===== src/rtl/instr_dispatcher.sv =====
`default_nettype none
// ============================================================================
// Module   : instr_dispatcher
// Brief    : Range-checks (dataA, dataB) instruction pairs, queues them in a
//            small FIFO and issues them to the GPU as strobe + hold windows.
// Revision : 1.0 - initial release
// ============================================================================
module instr_dispatcher #(
    parameter int DEPTH    = 4,
    parameter int AW       = 2,
    parameter int HOLD_CYC = 3,
    parameter int X_MAX    = 639,
    parameter int Y_MAX    = 479
) (
    input  logic          clk,
    input  logic          reset_n,
    input  logic          i_push,
    input  logic [31:0]   i_dataA,
    input  logic [31:0]   i_dataB,
    input  logic          gpu_ready,
    output logic [31:0]   o_dataA,
    output logic [31:0]   o_dataB,
    output logic          o_wrReg,
    output logic          o_full,
    output logic          o_empty,
    output logic [AW:0]   o_count,
    output logic          o_err_range,
    output logic          o_overflow
);

    localparam int HW = (HOLD_CYC < 1) ? 1 : $clog2(HOLD_CYC + 1);

    localparam logic [1:0] S_IDLE   = 2'd0;
    localparam logic [1:0] S_STROBE = 2'd1;
    localparam logic [1:0] S_HOLD   = 2'd2;

    localparam logic [AW:0] DEPTH_C = (AW + 1)'(DEPTH);
    localparam logic [9:0]  X_LIM   = 10'(X_MAX);
    localparam logic [9:0]  Y_LIM   = 10'(Y_MAX);
    localparam logic [HW-1:0] HOLD_C = HW'(HOLD_CYC);

    logic [63:0]   mem_q [DEPTH];
    logic [63:0]   mem_d [DEPTH];
    logic [AW-1:0] wr_ptr_q, wr_ptr_d;
    logic [AW-1:0] rd_ptr_q, rd_ptr_d;
    logic [AW:0]   count_q, count_d;
    logic          full_q, full_d;
    logic          empty_q, empty_d;
    logic [1:0]    state_q, state_d;
    logic [HW-1:0] hold_cnt_q, hold_cnt_d;
    logic [31:0]   data_a_q, data_a_d;
    logic [31:0]   data_b_q, data_b_d;
    logic          wr_reg_q, wr_reg_d;
    logic          err_q, err_d;
    logic          ovf_q, ovf_d;

    logic [9:0] w_x;
    logic [9:0] w_y;
    logic       w_range_bad;
    logic       w_push_ok;
    logic       w_pop;

    always_comb begin
        w_x         = i_dataB[28:19];
        w_y         = i_dataB[18:9];
        // Sprite-disable words carry no meaningful coordinates, so they always pass.
        w_range_bad = i_dataB[29] && ((w_x > X_LIM) || (w_y > Y_LIM));
        // Full is the registered flag: a pop on the same edge cannot make room.
        w_push_ok   = i_push && !w_range_bad && !full_q;
        w_pop       = (state_q == S_IDLE) && !empty_q && gpu_ready;
    end

    always_comb begin
        mem_d    = mem_q;
        wr_ptr_d = wr_ptr_q;
        rd_ptr_d = rd_ptr_q;
        data_a_d = data_a_q;
        data_b_d = data_b_q;

        if (w_push_ok) begin
            mem_d[wr_ptr_q] = {i_dataA, i_dataB};
            wr_ptr_d        = wr_ptr_q + AW'(1);
        end
        if (w_pop) begin
            {data_a_d, data_b_d} = mem_q[rd_ptr_q];
            rd_ptr_d             = rd_ptr_q + AW'(1);
        end

        case ({w_push_ok, w_pop})
            2'b10:   count_d = count_q + (AW + 1)'(1);
            2'b01:   count_d = count_q - (AW + 1)'(1);
            default: count_d = count_q;
        endcase
        full_d  = (count_d == DEPTH_C);
        empty_d = (count_d == '0);

        err_d    = i_push && w_range_bad;
        ovf_d    = i_push && !w_range_bad && full_q;
        wr_reg_d = w_pop;
    end

    always_comb begin
        state_d    = state_q;
        hold_cnt_d = hold_cnt_q;
        case (state_q)
            S_IDLE: begin
                if (w_pop) begin
                    state_d = S_STROBE;
                end
            end
            S_STROBE: begin
                hold_cnt_d = HOLD_C;
                state_d    = S_HOLD;
            end
            S_HOLD: begin
                // The edge that takes the counter to zero is the last hold edge.
                hold_cnt_d = hold_cnt_q - HW'(1);
                if (hold_cnt_q <= HW'(1)) begin
                    state_d = S_IDLE;
                end
            end
            default: begin
                state_d = S_IDLE;
            end
        endcase
    end

    always_ff @(posedge clk or negedge reset_n) begin
        if (!reset_n) begin
            for (int i = 0; i < DEPTH; i++) begin
                mem_q[i] <= '0;
            end
            wr_ptr_q   <= '0;
            rd_ptr_q   <= '0;
            count_q    <= '0;
            full_q     <= 1'b0;
            empty_q    <= 1'b1;
            state_q    <= S_IDLE;
            hold_cnt_q <= '0;
            data_a_q   <= '0;
            data_b_q   <= '0;
            wr_reg_q   <= 1'b0;
            err_q      <= 1'b0;
            ovf_q      <= 1'b0;
        end else begin
            mem_q      <= mem_d;
            wr_ptr_q   <= wr_ptr_d;
            rd_ptr_q   <= rd_ptr_d;
            count_q    <= count_d;
            full_q     <= full_d;
            empty_q    <= empty_d;
            state_q    <= state_d;
            hold_cnt_q <= hold_cnt_d;
            data_a_q   <= data_a_d;
            data_b_q   <= data_b_d;
            wr_reg_q   <= wr_reg_d;
            err_q      <= err_d;
            ovf_q      <= ovf_d;
        end
    end

    assign o_dataA     = data_a_q;
    assign o_dataB     = data_b_q;
    assign o_wrReg     = wr_reg_q;
    assign o_full      = full_q;
    assign o_empty     = empty_q;
    assign o_count     = count_q;
    assign o_err_range = err_q;
    assign o_overflow  = ovf_q;

endmodule
`default_nettype wire


===== config.mk =====
export PLATFORM = sky130hd
export DESIGN_NAME = instr_dispatcher
export DESIGN_NICKNAME = d
export VERILOG_FILES = /design/src/rtl/instr_dispatcher.sv
export SDC_FILE = /design/constraint.sdc
export NUM_CORES = 1
export LEC_CHECK = 0
export ABC_CLOCK_PERIOD_IN_PS = 3300
export CORE_MARGIN = 2
export CORE_UTILIZATION = 59
export CTS_BUF_LIST = sky130_fd_sc_hd__clkbuf_8
export CTS_CLUSTER_SIZE = 30
export DETAILED_ROUTE_END_ITERATION = 16
export PLACE_DENSITY = 0.82
export SYNTH_ARGS = -nofsm -noshare
export SYNTH_HDL_FRONTEND = slang
export SYNTH_SLANG_ARGS = --single-unit
export TNS_END_PERCENT = 5

===== constraint.sdc =====
create_clock -name clk -period 3.3 [get_ports clk]
set_clock_uncertainty 0.15 [all_clocks]
set_input_delay 0.99 -clock clk [delete_from_list [all_inputs] [get_ports clk]]
set_output_delay 0.99 -clock clk [all_outputs]
set_load 0.05 [all_outputs]

==> metrics.md, run 1 <==
| Metric | Value |
|---|---|
| Status | `finished, final reports clean` |
| Net switching power | `6.238 mW` |
| Layout cells sized above 1 | `0.3440` |
| Pwr/cell area | `1040 mW/mm^2` |
| Area after DPL | `0.01629 mm^2` |
| Sw Ratio | `0.3466` |
| Crit-path cells | `clkdlybuf4s50_1 -> o21ai_1 -> buf_4 -> a31oi_1 -> ha_1 -> fa_1 -> mux2_2 -> or2_2 -> o21ba_2` |
| WP data arrival | `3.58 ns` |
| Htree depth | `2` |
| WS Path Type | `input pin to flop` |
| Critical path's largest stage delay | `0.44 ns` |
| DR iter-0 viols | `540` |
| First-pass GRT wire length | `49.29 mm` |
| Critical R2R Capture | `o_full$_DFF_PN0_` |
| Remaining Overflow, GRT | `0` |
| Asr flop ratio synth | `1.000` |
| Largest family of logic cells by synthesized area | `multiplexers` |
| XOR/XNOR Fraction of Synth Area | `0.003028` |
| DR vias | `8480` |
| Syn avg cell area | `14.83 um^2` |
| Worst r2r path cells | `7` |
| CTS resizes | `1` |
| Final setup fails | `0` |
| Reg-to-reg slack, setup | `0.71 ns` |
| Clk root buf | `clkbuf_8` |
| Max Clock Freq | `309.1 MHz` |
| IO Port Bufs | `139` |
| Tcrit/Tclk final | `0.9803` |
| Initial Utilization | `0.5981` |
| VDD IR max | `0.7442 mV` |
| Routed wire length | `29.72 mm` |
| Area leader, netlist | `dfrtp_1` |
| I/O pin count | `140` |
| Startpoint types | `input pin` |
| Mapped Cells | `975` |
| Maximum fanout along the worst path | `2` |
| Antenna diode count | `0` |
| Pin count of the biggest net entering global routing | `96` |
| Layout overhead on the synthesized area | `19.66%` |
| Unique masters post-synth | `36` |
| Primary FF master, synth | `dfrtp_1` |
| Die area | `0.02578 mm^2` |
| CP max stage cell | `fa_1` |
| Fin Setup TNS | `0 ns` |
| Yosys top cell area share | `0.5797` |
| Simple-gate share of the synthesized area | `0.06092` |
| Routability cong. | `0.7966` |
| CTS tree | `done` |
| Tightest Pin Transition | `0.8752 ns` |
| Post-route DRC | `0` |
| Static Leak | `7.622 nW` |
| Area of the core | `0.02418 mm^2` |
| Slew Limit Headroom | `0.4165` |
| Yosys warns | `0` |
| DP Wirelength | `18.18 mm` |
| Hold_buf cts | `0` |
| Post-synthesis adder-cell area fraction | `0.009172` |
| PnR Total Power | `18.00 mW` |
| Worst reg2reg path startpoint | `o_full$_DFF_PN0_` |
| CTS buffer count | `53` |
| Setup bufs post-CTS | `0` |
| WP depth | `9` |
| Worst setup startpoint | `i_dataB[27]` |
| P_int | `11.76 mW` |
| Family with the most delay on the worst path | `adder cells` |
| Combinational share of power | `0.405` |
| Design area | `0.01730 mm^2` |
| Max-capacitance violation count | `0` |
| Via/cell ratio | `5.616` |
| EDFF count, synth | `0` |
| Cell Rows | `57` |
| Largest cells by area after synthesis | `dfrtp_1 (58%), mux2_2 (16%), mux4_2 (10%), nand2_1 (5.0%), mux2_1 (2.3%)` |
| Number of global-route vias before repair | `9432` |
| Flop pwr share | `0.409` |
| HP Class | `input pin to asynchronous set/reset pin` |
| Buffers and inverters on the worst path | `2` |
| Initial antenna violation count | `0` |
| GRT Total Usage | `0.2424` |
| ANT nets after route | `0` |
| Synthesized cell area | `0.01446 mm^2` |
| Clock Path Buffers | `3` |
| Most frequent cells in the layout | `dfrtp_1 (333), mux2_2 (211), nand2_1 (191), clkdlybuf4s50_1 (138)` |
| Post-synthesis sequential area ratio | `0.5816` |
| Slew Limit Fails | `0` |
| Height of the die | `160.6 um` |
| End of the critical path | `o_full$_DFF_PN0_` |
| Compound-Gate Fraction of Synth Area | `0.01696` |
| Leading cell type in the layout, fill and taps excluded | `dfrtp_1` |
| RSZ-0062 raised after global routing | `false` |
| CP Capture Type | `flop` |
| Tmin final | `3.235 ns` |
| Clock-pin slew on the worst setup and hold paths | `0.07 ns` |
| Layout Nets | `1230` |
| Yosys reg bits | `336` |
| Worst-Skew Late Latency | `0.55 ns` |
| Syn Nets | `1053` |
| CP required | `3.64 ns` |
| Clock net sink count | `336` |
| Hold Vio Cnt, Final | `0` |
| Mux cell area share after synthesis | `0.2977` |
| DRT Pass-1 Iters | `4` |
| Clock power frac | `0.186` |
| WL per Instance | `19.68 um` |
| Die width | `160.6 um` |
| Worst Hold Slack | `0.1350 ns` |
[cell families (layout without fill, tap and decap cells)]
family,count (synthesis),in the layout
buffers and inverters,66,277
DFF,336,336
AOI/OAI and AO/OA,27,27
and+or+nand+nor,216,216
adders and majority gates,10,10
muxes,315,315
xor gates and xnor gates,5,5
[routing by layer]
layer	share of wire	up-vias	track usage
met4	0.019	0	0.06306
li1	-	3809	-
met5	0	-	0
met3	0.060	46	0.05010
met2	0.48	231	0.4003
met1	0.44	4394	0.3343
[synthesized netlist by cell type (2+ instances only)]
library cell and number:
dfrtp_1 335, nor3_1 2, mux2_2 211, xnor2_1 5
inv_1 12, o21a_1 3, buf_6 25, a211oi_4 4
a2bb2oi_1 4, nand3b_1 5, mux2_1 30, o21ai_0 11
buf_2 6, mux2_4 10, or2_2 2, nand3_1 5
mux4_2 64, nor4_1 4, ha_1 9, clkbuf_1 18
nand2_1 191, buf_1 5
[worst reg2reg max path, cell delays in order, from the launching register on]
cell and delay [ns]:
dfrtp_1 0.53, nor3b_1 0.09, a31oi_1 0.28, ha_1 0.24, fa_1 0.42, mux2_2 0.28, or2_2 0.31, o21ba_2 0.23
[area by class of cell]
type / instances / area (um^2)
Multi-Input combinational cell: 573 / 5614
Sequential cell: 336 / 8417
Inverter: 12 / 45.04
Timing Repair Buffer: 176 / 1812
Tap cell: 324 / 405.4
Clock inverter: 25 / 128.9
Clock buffer: 64 / 880.8
Fill cell: 1532 / 6874
[registers in the layout, summed over array words and instances, names as in the netlist]
name,count
mem_q,256
o_wrReg,1
state_q,2
wr_ptr_q,2
o_full,1
o_dataB,32
o_err_range,1
o_dataA,32
rd_ptr_q,2
o_overflow,1
hold_cnt_q,2
o_count,3
o_empty,1
[how the worst min path moves through the flow]
| stage | startpoint | end | slack, ns | cells past startpoint |
|---|---|---|---|---|
| after floorplan | mem_q[111]$_DFFE_PN0P_ | mem_q[111]$_DFFE_PN0P_ | 0.30 | 1 |
| after global placement | o_dataB[16]$_DFFE_PN0P_ | o_dataB[16]$_DFFE_PN0P_ | 0.31 | 2 |
| after detailed placement | o_dataA[8]$_DFFE_PN0P_ | o_dataA[8]$_DFFE_PN0P_ | 0.31 | 2 |
| after CTS | reset_n | mem_q[11]$_DFFE_PN0P_ | 0.11 | 1 |
| after global routing | reset_n | mem_q[185]$_DFFE_PN0P_ | 0.12 | 1 |
| final | reset_n | mem_q[185]$_DFFE_PN0P_ | 0.13 | 1 |
[per-stage QoR]
step | std cells | utilization | worst slack (ns)
2_1_floorplan | 975 | - | 0.01625
3_3_place_gp | 1421 | 0.6739 | -0.5891
3_5_place_dp | 1421 | 0.6739 | -0.6211
4_1_cts | 1510 | 0.7157 | 0.1102
5_1_grt | 1510 | 0.7157 | 0.02128
6_report | 1510 | 0.7157 | 0.06503
[power groups by stage]
stage	Combinational [mW]	Sequential, mW	Clock (mW)
6_report	7.28	7.37	3.34
5_1_grt	7.82	7.64	3.62
4_1_cts	7.37	7.39	3.44
3_5_place_dp	7.33	7.42	0
3_3_place_gp	7.12	7.30	0
2_1_floorplan	4.41	8.20	0
No activity file was read; power rests on OpenSTA's default activity.
==> run 2: changes to the inputs <==
--- a/config.mk
+++ b/config.mk
@@ -6,12 +6,15 @@
 export NUM_CORES = 1
 export LEC_CHECK = 0
 export ABC_CLOCK_PERIOD_IN_PS = 3300
+export CAP_MARGIN = 25
+export CELL_PAD_IN_SITES_DETAIL_PLACEMENT = 0
+export CELL_PAD_IN_SITES_GLOBAL_PLACEMENT = 1
 export CORE_MARGIN = 2
-export CORE_UTILIZATION = 59
+export CORE_UTILIZATION = 50
 export CTS_BUF_LIST = sky130_fd_sc_hd__clkbuf_8
 export CTS_CLUSTER_SIZE = 30
 export DETAILED_ROUTE_END_ITERATION = 16
-export PLACE_DENSITY = 0.82
+export PLACE_DENSITY_LB_ADDON = 0.1
 export SYNTH_ARGS = -nofsm -noshare
 export SYNTH_HDL_FRONTEND = slang
 export SYNTH_SLANG_ARGS = --single-unit
==> metrics.md, run 2 (synthesized netlist as in run 1, its figures left out) <==
| Metric | Value |
|---|---|
| Fin Setup TNS | `0 ns (unchanged)` |
| CTS tree | `done` |
| Layout cells sized above 1 | `0.3491 (+0.005114)` |
| Hold_buf cts | `0 (unchanged)` |
| HP Class | `input pin to asynchronous set/reset pin` |
| Most frequent cells in the layout | `dfrtp_1 (333), mux2_2 (211), nand2_1 (191), clkdlybuf4s50_1 (138), clkbuf_8 (73)` |
| Layout Nets | `1243 (+1.1%)` |
| Static Leak | `7.754 nW (+1.7%)` |
| Max Clock Freq | `323.3 MHz (+4.6%)` |
| CP required | `2.16 ns (-1.48 ns)` |
| Startpoint types | `flop` |
| Worst r2r path cells | `7 (unchanged)` |
| IO Port Bufs | `139 (unchanged)` |
| Maximum fanout along the worst path | `2 (unchanged)` |
| DRT Pass-1 Iters | `4 (unchanged)` |
| Max-capacitance violation count | `0 (unchanged)` |
| Flop pwr share | `0.404 (-0.005)` |
| Number of global-route vias before repair | `9223 (-2.2%)` |
| Remaining Overflow, GRT | `0 (unchanged)` |
| P_int | `11.94 mW (+1.6%)` |
| WS Path Type | `flop to output port` |
| RSZ-0062 raised after global routing | `false` |
| Clock Path Buffers | `3 (unchanged)` |
| WP data arrival | `1.95 ns (-1.63 ns)` |
| DR vias | `8446 (-0.40%)` |
| Height of the die | `174.1 um (+8.4%)` |
| Combinational share of power | `0.401 (-0.004)` |
| Tcrit/Tclk final | `0.9374 (-0.04292)` |
| Pin count of the biggest net entering global routing | `69 (-28%)` |
| Initial antenna violation count | `0 (unchanged)` |
| Worst-Skew Late Latency | `0.57 ns (+0.02 ns)` |
| Max reg flops | `256 (unchanged)` |
| Cell Rows | `62 (+8.8%)` |
| Crit-path cells | `clkdlybuf4s50_1` |
| Routability cong. | `0.7481 (-6.1%)` |
| Worst Hold Slack | `0.2616 ns (+0.1267 ns)` |
| Status | `finished, final reports clean` |
| Reg-to-reg slack, setup | `0.73 ns (+0.02 ns)` |
| Worst reg2reg path startpoint | `o_full$_DFF_PN0_` |
| Buffers and inverters on the worst path | `1 (-1)` |
| VDD IR max | `0.6324 mV (-15%)` |
| CP max stage cell | `clkdlybuf4s50_1` |
| Final setup fails | `0 (unchanged)` |
| Slew Limit Fails | `0 (unchanged)` |
| Hold Vio Cnt, Final | `0 (unchanged)` |
| Clock power frac | `0.195 (+0.009)` |
| Initial Utilization | `0.5052 (-0.09294)` |
| WL per Instance | `18.99 um (-3.5%)` |
| Clock-pin slew on the worst setup and hold paths | `0.06 ns (about the same)` |
| CP Capture Type | `output port` |
| Post-route DRC | `0 (unchanged)` |
| Layout overhead on the synthesized area | `22.05%` |
| Die area | `0.03030 mm^2 (+18%)` |
| Pwr/cell area | `1029 mW/mm^2 (-1.1%)` |
| Critical R2R Capture | `o_full$_DFF_PN0_` |
| Clk root buf | `clkbuf_8` |
| DP Wirelength | `18.37 mm (+1.1%)` |
| Tightest Pin Transition | `0.9405 ns (+0.06527 ns)` |
| Largest reg by FF count | `mem_q` |
| Critical path's largest stage delay | `0.81 ns (+0.37 ns)` |
| I/O pin count | `140 (unchanged)` |
| Net switching power | `6.215 mW (-0.37%)` |
| Antenna diode count | `0 (unchanged)` |
| Die width | `174.1 um (+8.4%)` |
| PnR Total Power | `18.16 mW (+0.90%)` |
| FF/Latch Area | `0.008417 mm^2 (unchanged)` |
| Setup WS pre-CTS | `-0.3732 ns (+0.2479 ns)` |
| Final setup margin | `0.2067 ns (+0.1416 ns)` |
| Family with the most delay on the worst path | `buffers and inverters` |
| Slew Limit Headroom | `0.3730 (-0.04351)` |
| Leading cell type in the layout, fill and taps excluded | `dfrtp_1` |
| Routed wire length | `30.14 mm (+1.4%)` |
| Htree depth | `2 (unchanged)` |
| ANT nets after route | `0 (unchanged)` |
| DR iter-0 viols | `341 (-37%)` |
| Footprint of the multi-input gates | `0.005614 mm^2 (unchanged)` |
| CTS buffer count | `57 (+7.5%)` |
| CTS resizes | `0 (-1)` |
| Final Core Density | `0.6165 (-0.09914)` |
| Via/cell ratio | `5.322 (-5.2%)` |
| Setup bufs post-CTS | `0 (unchanged)` |
| Fillers | `2256 (+47%)` |
| Sw Ratio | `0.3423 (-0.004354)` |
| First-pass GRT wire length | `49.96 mm (+1.3%)` |
| Clock net sink count | `336 (unchanged)` |
| Area of the core | `0.02863 mm^2 (+18%)` |
| GRT Total Usage | `0.2080 (-0.03435)` |
| Tmin final | `3.093 ns (-0.1416 ns)` |
## run 2: power groups by stage
stage / registers, mW / logic, mW / clock network (mW)
3_5_place_dp: 7.42 / 7.39 / 0
6_report: 7.33 / 7.29 / 3.53
3_3_place_gp: 7.35 / 7.25 / 0
2_1_floorplan: 8.20 / 4.41 / 0
4_1_cts: 7.36 / 7.40 / 3.65
5_1_grt: 7.63 / 7.85 / 3.86
## run 2: cell type report
class	instances	area share
Clock buffer	73	0.05693
Timing Repair Buffer	185	0.1129
Multi-Input combinational cell	573	0.3181
Clock inverter	24	0.005388
Sequential cell	336	0.4769
Tap cell	384	0.02722
Inverter	12	0.002552
## run 2: worst max-delay path by stage
stage,from,to,slack [ns],cells past startpoint
after global routing,o_full$_DFF_PN0_,o_full,0.14,1
after floorplan,i_dataB[29],o_full$_DFF_PN0_,0.02,8
after CTS,o_empty$_DFF_PN1_,o_empty,0.16,1
after detailed placement,i_dataB[26],o_full$_DFF_PN0_,-0.37,8
final,o_empty$_DFF_PN1_,o_empty,0.21,1
after global placement,i_dataB[26],o_full$_DFF_PN0_,-0.36,8
## run 2: per-layer routing
metal / track usage / up-vias / share of wire
li1: - / 3847 / -
met1: 0.2905 / 4384 / 0.46
met2: 0.3390 / 172 / 0.48
met3: 0.04156 / 43 / 0.045
met4: 0.05112 / 0 / 0.016
met5: 0 / - / 0
## run 2: stage by stage
step           std cells  area [um^2]
2_1_floorplan        975        14470
3_3_place_gp        1490        16550
3_5_place_dp        1490        16550
4_1_cts             1587        17650
5_1_grt             1587        17650
6_report            1587        17650
==> run 3: changes to the inputs <==
--- a/config.mk
+++ b/config.mk
@@ -9,6 +9,7 @@
 export CAP_MARGIN = 25
 export CELL_PAD_IN_SITES_DETAIL_PLACEMENT = 0
 export CELL_PAD_IN_SITES_GLOBAL_PLACEMENT = 1
+export CORE_ASPECT_RATIO = 1.2
 export CORE_MARGIN = 2
 export CORE_UTILIZATION = 50
 export CTS_BUF_LIST = sky130_fd_sc_hd__clkbuf_8
==> metrics.md, run 3 (synthesized netlist as in run 1, its figures left out) <==
| Metric | Value |
|---|---|
| FF/Latch Area | `0.008417 mm^2 (unchanged)` |
| CP required | `2.16 ns (about the same)` |
| Antenna diode count | `0 (unchanged)` |
| Footprint of the multi-input gates | `0.005614 mm^2 (unchanged)` |
| Slew Limit Fails | `0 (unchanged)` |
| Max-capacitance violation count | `0 (unchanged)` |
| Tcrit/Tclk final | `0.9582 (+0.02079)` |
| GRT busiest layer | `met2` |
| Worst Hold Slack | `0.1670 ns (-0.09463 ns)` |
| Die area | `0.03030 mm^2 (about the same)` |
| Slew Limit Headroom | `0.3779 (+0.004871)` |
| Dpl cells | `1498 (+0.54%)` |
| Static Leak | `7.767 nW (+0.17%)` |
| Met2 usage | `0.3560 (+0.01704)` |
| Setup WS pre-CTS | `-0.6092 ns (-0.2360 ns)` |
| Grt met1 use | `0.2782 (-0.01229)` |
| Via/cell ratio | `5.384 (+1.2%)` |
| Buffers and inverters on the worst path | `1 (unchanged)` |
| Status | `finished, final reports clean` |
| ANT nets after route | `0 (unchanged)` |
| Pin count of the biggest net entering global routing | `74 (+7.2%)` |
| WS Path Type | `flop to output port` |
| Worst r2r path cells | `7 (unchanged)` |
| Cell Rows | `68 (+9.7%)` |
| HP Class | `input pin to asynchronous set/reset pin` |
| Worst-Skew Late Latency | `0.58 ns (about the same)` |
| Routability cong. | `0.7111 (-4.9%)` |
| Fillers | `2255 (-0.044%)` |
| WL per Instance | `19.23 um (+1.3%)` |
| Post-route DRC | `0 (unchanged)` |
| DR iter-0 viols | `351 (+2.9%)` |
| Remaining Overflow, GRT | `0 (unchanged)` |
| Initial antenna violation count | `0 (unchanged)` |
| DP Wirelength | `18.59 mm (+1.2%)` |
| CTS buffer count | `53 (-7.0%)` |
| Pwr/cell area | `1023 mW/mm^2 (-0.57%)` |
| CP Capture Type | `output port` |
| Met3 global-route usage | `0.04306 (+0.001505)` |
| CTS tree | `done` |
| Initial Utilization | `0.5058 (+0.0006633)` |
| Number of global-route vias before repair | `9374 (+1.6%)` |
| Clock Path Buffers | `3 (unchanged)` |
| Clock-pin slew on the worst setup and hold paths | `0.06 ns (about the same)` |
| Most frequent cells in the layout | `dfrtp_1 (333), mux2_2 (211), nand2_1 (191), clkdlybuf4s50_1 (138), clkbuf_8 (67)` |
| RSZ-0062 raised after global routing | `false` |
| Routed wire length | `30.64 mm (+1.7%)` |
| Hold Vio Cnt, Final | `0 (unchanged)` |
| Layout overhead on the synthesized area | `22.15% (about the same)` |
| Family with the most delay on the worst path | `buffers and inverters` |
| WP depth | `1 (unchanged)` |
| Clock net sink count | `336 (unchanged)` |
| Final setup margin | `0.1381 ns (-0.06860 ns)` |
| GRT Total Usage | `0.2134 (+0.005401)` |
| Fin cells | `1593 (+0.38%)` |
| Htree depth | `2 (unchanged)` |
| Tmin final | `3.162 ns (+0.06860 ns)` |
| Max Clock Freq | `316.3 MHz (-2.2%)` |
| CP max stage cell | `clkdlybuf4s50_1` |
| DRT Pass-1 Iters | `4 (unchanged)` |
| Max reg flops | `256 (unchanged)` |
| Layout Nets | `1246 (+0.24%)` |
| Die width | `159.2 um (-8.5%)` |
| Startpoint types | `flop` |
| Crit-path cells | `clkdlybuf4s50_1` |
| IO Port Bufs | `139 (unchanged)` |
| DR vias | `8576 (+1.5%)` |
| Maximum fanout along the worst path | `8 (+6)` |
| First-pass GRT wire length | `50.85 mm (+1.8%)` |
| Design area | `0.01766 mm^2 (about the same)` |
| Critical path's largest stage delay | `0.88 ns (+0.07 ns)` |
| Clk root buf | `clkbuf_8` |
| Height of the die | `190.3 um (+9.3%)` |
| Area after DPL | `0.01663 mm^2 (+0.48%)` |
| Final setup fails | `0 (unchanged)` |
| Leading cell type in the layout, fill and taps excluded | `dfrtp_1` |
| I/O pin count | `140 (unchanged)` |
| Layout cells sized above 1 | `0.3510 (+0.001866)` |
| WP data arrival | `2.02 ns (+0.07 ns)` |
| Area of the core | `0.02859 mm^2 (-0.13%)` |
| Largest reg by FF count | `mem_q` |
| VDD IR max | `0.5710 mV (-9.7%)` |
| Tightest Pin Transition | `0.9332 ns (-0.007307 ns)` |
## run 3: path summary, 6_finish.rpt
check / from / endpoint / slack (ns)
setup / recovery: o_full$_DFF_PN0_ / o_full / 0.14
hold / removal: reset_n / state_q[0]$_DFFE_PN0P_ / 0.17
setup reg to reg: o_full$_DFF_PN0_ / o_full$_DFF_PN0_ / 0.57
hold reg to reg: o_dataA[24]$_DFFE_PN0P_ / o_dataA[24]$_DFFE_PN0P_ / 0.32
max in group asynchronous: reset_n / mem_q[95]$_DFFE_PN0P_ / 1.94
min in group clk: o_dataA[24]$_DFFE_PN0P_ / o_dataA[24]$_DFFE_PN0P_ / 0.32
## run 3: layout make-up
type	instances	share of cell area
timing repair buffer	192	0.1172
inverter	12	0.002550
clock inverter	28	0.006446
tap	385	0.02727
multi-input combinational	573	0.3178
sequential	336	0.4765
clock buffer	67	0.05221
## run 3: routing by layer
metal | routed length, um | vias to the layer above
met1 | 13400 | 4480
met2 | 14960 | 185
met5 | 0 | -
met4 | 881 | 0
met3 | 1394 | 62
li1 | - | 3849
## run 3: metrics by stage
stage / setup TNS (ns) / utilization / total power [mW]
2_1_floorplan: 0 / - / 12.61
3_3_place_gp: -1.783 / 0.5816 / 14.66
3_5_place_dp: -1.810 / 0.5816 / 14.88
4_1_cts: 0 / 0.6179 / 18.35
5_1_grt: 0 / 0.6179 / 19.25
6_report: 0 / 0.6179 / 18.07
## run 3: repair_timing
item,CTS,global route
setup buffers,0,0
resized for setup,0,1
endpoints found under the setup margin,0,2
hold buffers,0,0
## run 3: power by group
| part | switching, mW | leakage (nW) | total [mW] | internal [mW] |
|---|---|---|---|---|
| registers | 1.17 | 4.07 | 7.33 | 6.16 |
| logic | 3.49 | 3.08 | 7.35 | 3.87 |
| clock network | 1.58 | 0.620 | 3.39 | 1.81 |
| total | 6.23 | 7.77 | 18.1 | 11.8 |
==> RTL change, RTL diff (config.mk and constraints of run 2) <==
Make the reset (`reset_n`) synchronous in one clocked block.
--- a/src/rtl/instr_dispatcher.sv
+++ b/src/rtl/instr_dispatcher.sv
@@ -125,7 +125,7 @@
         endcase
     end
 
-    always_ff @(posedge clk or negedge reset_n) begin
+    always_ff @(posedge clk) begin
         if (!reset_n) begin
             for (int i = 0; i < DEPTH; i++) begin
                 mem_q[i] <= '0;
Check against the original RTL: differs if reset_n is asserted again (counterexample within 4 cycles, from zero or initial values and one cycle with reset_n low); with reset_n held inactive, the same outputs for 4 cycles.
==> RTL change against run 2 <==
Die area down 9.5%. Routed wire length barely moved. Design area shrank 11%. Worst setup slack better by 54 ps. Non-clock buffer count fell by 9. Count of clock-buffer cells in the layout decreased by 8. Sequential cell count unchanged. Sequential share of layout area decreased by 4.7 points. First-iteration DRC count grew 79%. Area after synthesis decreased by 9.7%.
Power is not compared: it rests on default switching activity, and its combinational part moved more than twofold at a synthesized area within 25%.
==> RTL change: results (changes against run 2) <==
Parameter                              Value

Synth
  Fraction of the yosys area taken by sequential cells    0.515 (-0.0663)
  Largest cells by area after synthesis    dfxtp_1 (52%), mux4_2 (11%), nand3_1 (9.7%), o21ai_0 (6.1%), nand2_1 (5.7%)
  Top post-synthesis cells by count    dfxtp_1 (336), nand3_1 (253), nand2_1 (198)
  Share of flip-flops with an asynchronous set or reset after synthesis    0 (-1.00)
  Leading cell type by number of instances after synthesis    dfxtp_1
  Unique masters post-synth    40 (+11%)
  Number of warnings reported in the yosys synthesis log    0 (unchanged)
  Post-Synthesis Net Count    1445 (+37%)

Cells and area
  Fill cell count    2319 (+2.8%)
  Antenna diodes    0 (unchanged)
  Number of flip-flops in the largest register    256 (unchanged)
  Share of final-layout standard cells stronger than drive strength 1    0.120 (-0.229)
  Layout net count    1552 (+25%)

Worst hold path
  Worst min-delay path startpoint    o_dataA[8]
  Class of the most critical hold timing path    reg -> reg

CTS
  Root buffer selected by CTS    clkbuf_8
  Post_cts resized    0 (unchanged)
  Cts bufs inserted    54 (-5.3%)
  Clock latency on the worst-skew pair    560 ps
  Maximum level of the CTS H-tree    2 (unchanged)
  Clock transition at the register clock pins on the worst setup and hold paths after CTS    60 ps (about the same)
  Post-CTS Repair Setup Buffers    0 (unchanged)

Global route
  Via count of the first global-routing pass    9653 (+4.7%)
  Initial antenna violation count    0 (unchanged)
  Wire length of the first global-routing pass    48.9 mm (-2.0%)
  GRT Resource Usage Total    0.223 (+0.0148)
  Maximum number of pins on one net before global-route repair    102 (+48%)

Placed design
  Port buffer count    139 (unchanged)
  Half-perimeter wire length of the detailed placement result    17.6 mm (-4.2%)
  Final weighted congestion in routability-driven placement    0.707 (-5.5%)

Drt
  Via count normalized by instance count    5.41 (+1.6%)
  Number of violations reported at the end of detailed-routing iteration 0    612 (+79%)
  Post-route antenna net violation count    0 (unchanged)
  Detailed-route wire length per cell    16.3 um (-14%)
  DRT Pass-1 Iters    4 (unchanged)

Power and ir drop
  Leakage power summed over all cells    5.42 nW
  Worst-case vdd ir drop    301 uV

Critical path
  Worst R2R Start    state_q[0]
  Type of the setup path with the least slack    in -> reg
  Critical Path Source    i_dataB[26]
  Data arrival time of the worst path    3390 ps (+1440 ps)
  Crit path max fanout    3 (+1)

STA
  Transition time at the pin with the least slew margin    880 ps (-60.8 ps)

Status
  Status    finished clean
[RTL change: metrics by stage]
step           setup TNS [ps]  setup WS, ps  cell area (um2)  std cells
2_1_floorplan               0          77.7            13100       1367
3_3_place_gp             -716          -286            14600       1753
3_5_place_dp             -834          -322            14600       1753
4_1_cts                     0           271            15700       1847
5_1_grt                     0           138            15700       1847
6_report                    0           261            15700       1847
[RTL change: final timing paths]
path	endpoint	cells past startpoint	slack, ps
worst max-delay path	o_full	10	260
worst min-delay path	o_dataA[8]	2	300
worst max register to register	o_full	10	860
worst min register to register	o_dataA[8]	2	300
[RTL change: layer usage]
metal / global-route usage / share of wire / up-vias
met5: 0 / 0 / -
met4: 0.0568 / 0.013 / 0
met3: 0.0385 / 0.037 / 36
met2: 0.393 / 0.49 / 169
met1: 0.283 / 0.46 / 4680
li1: - / - / 5102
[RTL change: logic make-up after synthesis]
kind of cell | Yosys count | synth area share
AND/OR/NAND/NOR | 477 | 0.165
adder cells (fa/ha/maj) | 10 | 0.0102
buffers and inverters | 134 | 0.0533
XOR/XNOR | 4 | 0.00268
multiplexers | 66 | 0.112
flip-flops | 336 | 0.515
AO/OA/AOI/OAI | 340 | 0.142
[RTL change: power by group]
group / internal (mW) / switching (mW) / leakage (nW)
clock network: 1.77 / 1.55 / 0.611
logic: 0.501 / 0.767 / 2.09
registers: 4.22 / 0.161 / 2.72
total: 6.49 / 2.48 / 5.42
[RTL change: critical path, stage by stage]
cell and delay [ps]:
clkdlybuf4s50_1 480, o211ai_4 270, o211a_1 200, inv_1 50, ha_1 210, fa_1 380
xnor2_1 140, or3_1 300, a21oi_1 210, nor2b_1 150
[RTL change: area by class of cell]
class                   instances  area [um2]  area share
inverters                       9        35.0     0.00224
well taps                     335         419      0.0268
clock inverters                29         118     0.00751
flip-flops and latches        336        6730       0.430
repair buffers                176        1820       0.117
clock buffers                  65         895      0.0571
multi-input cells             897        5630       0.360
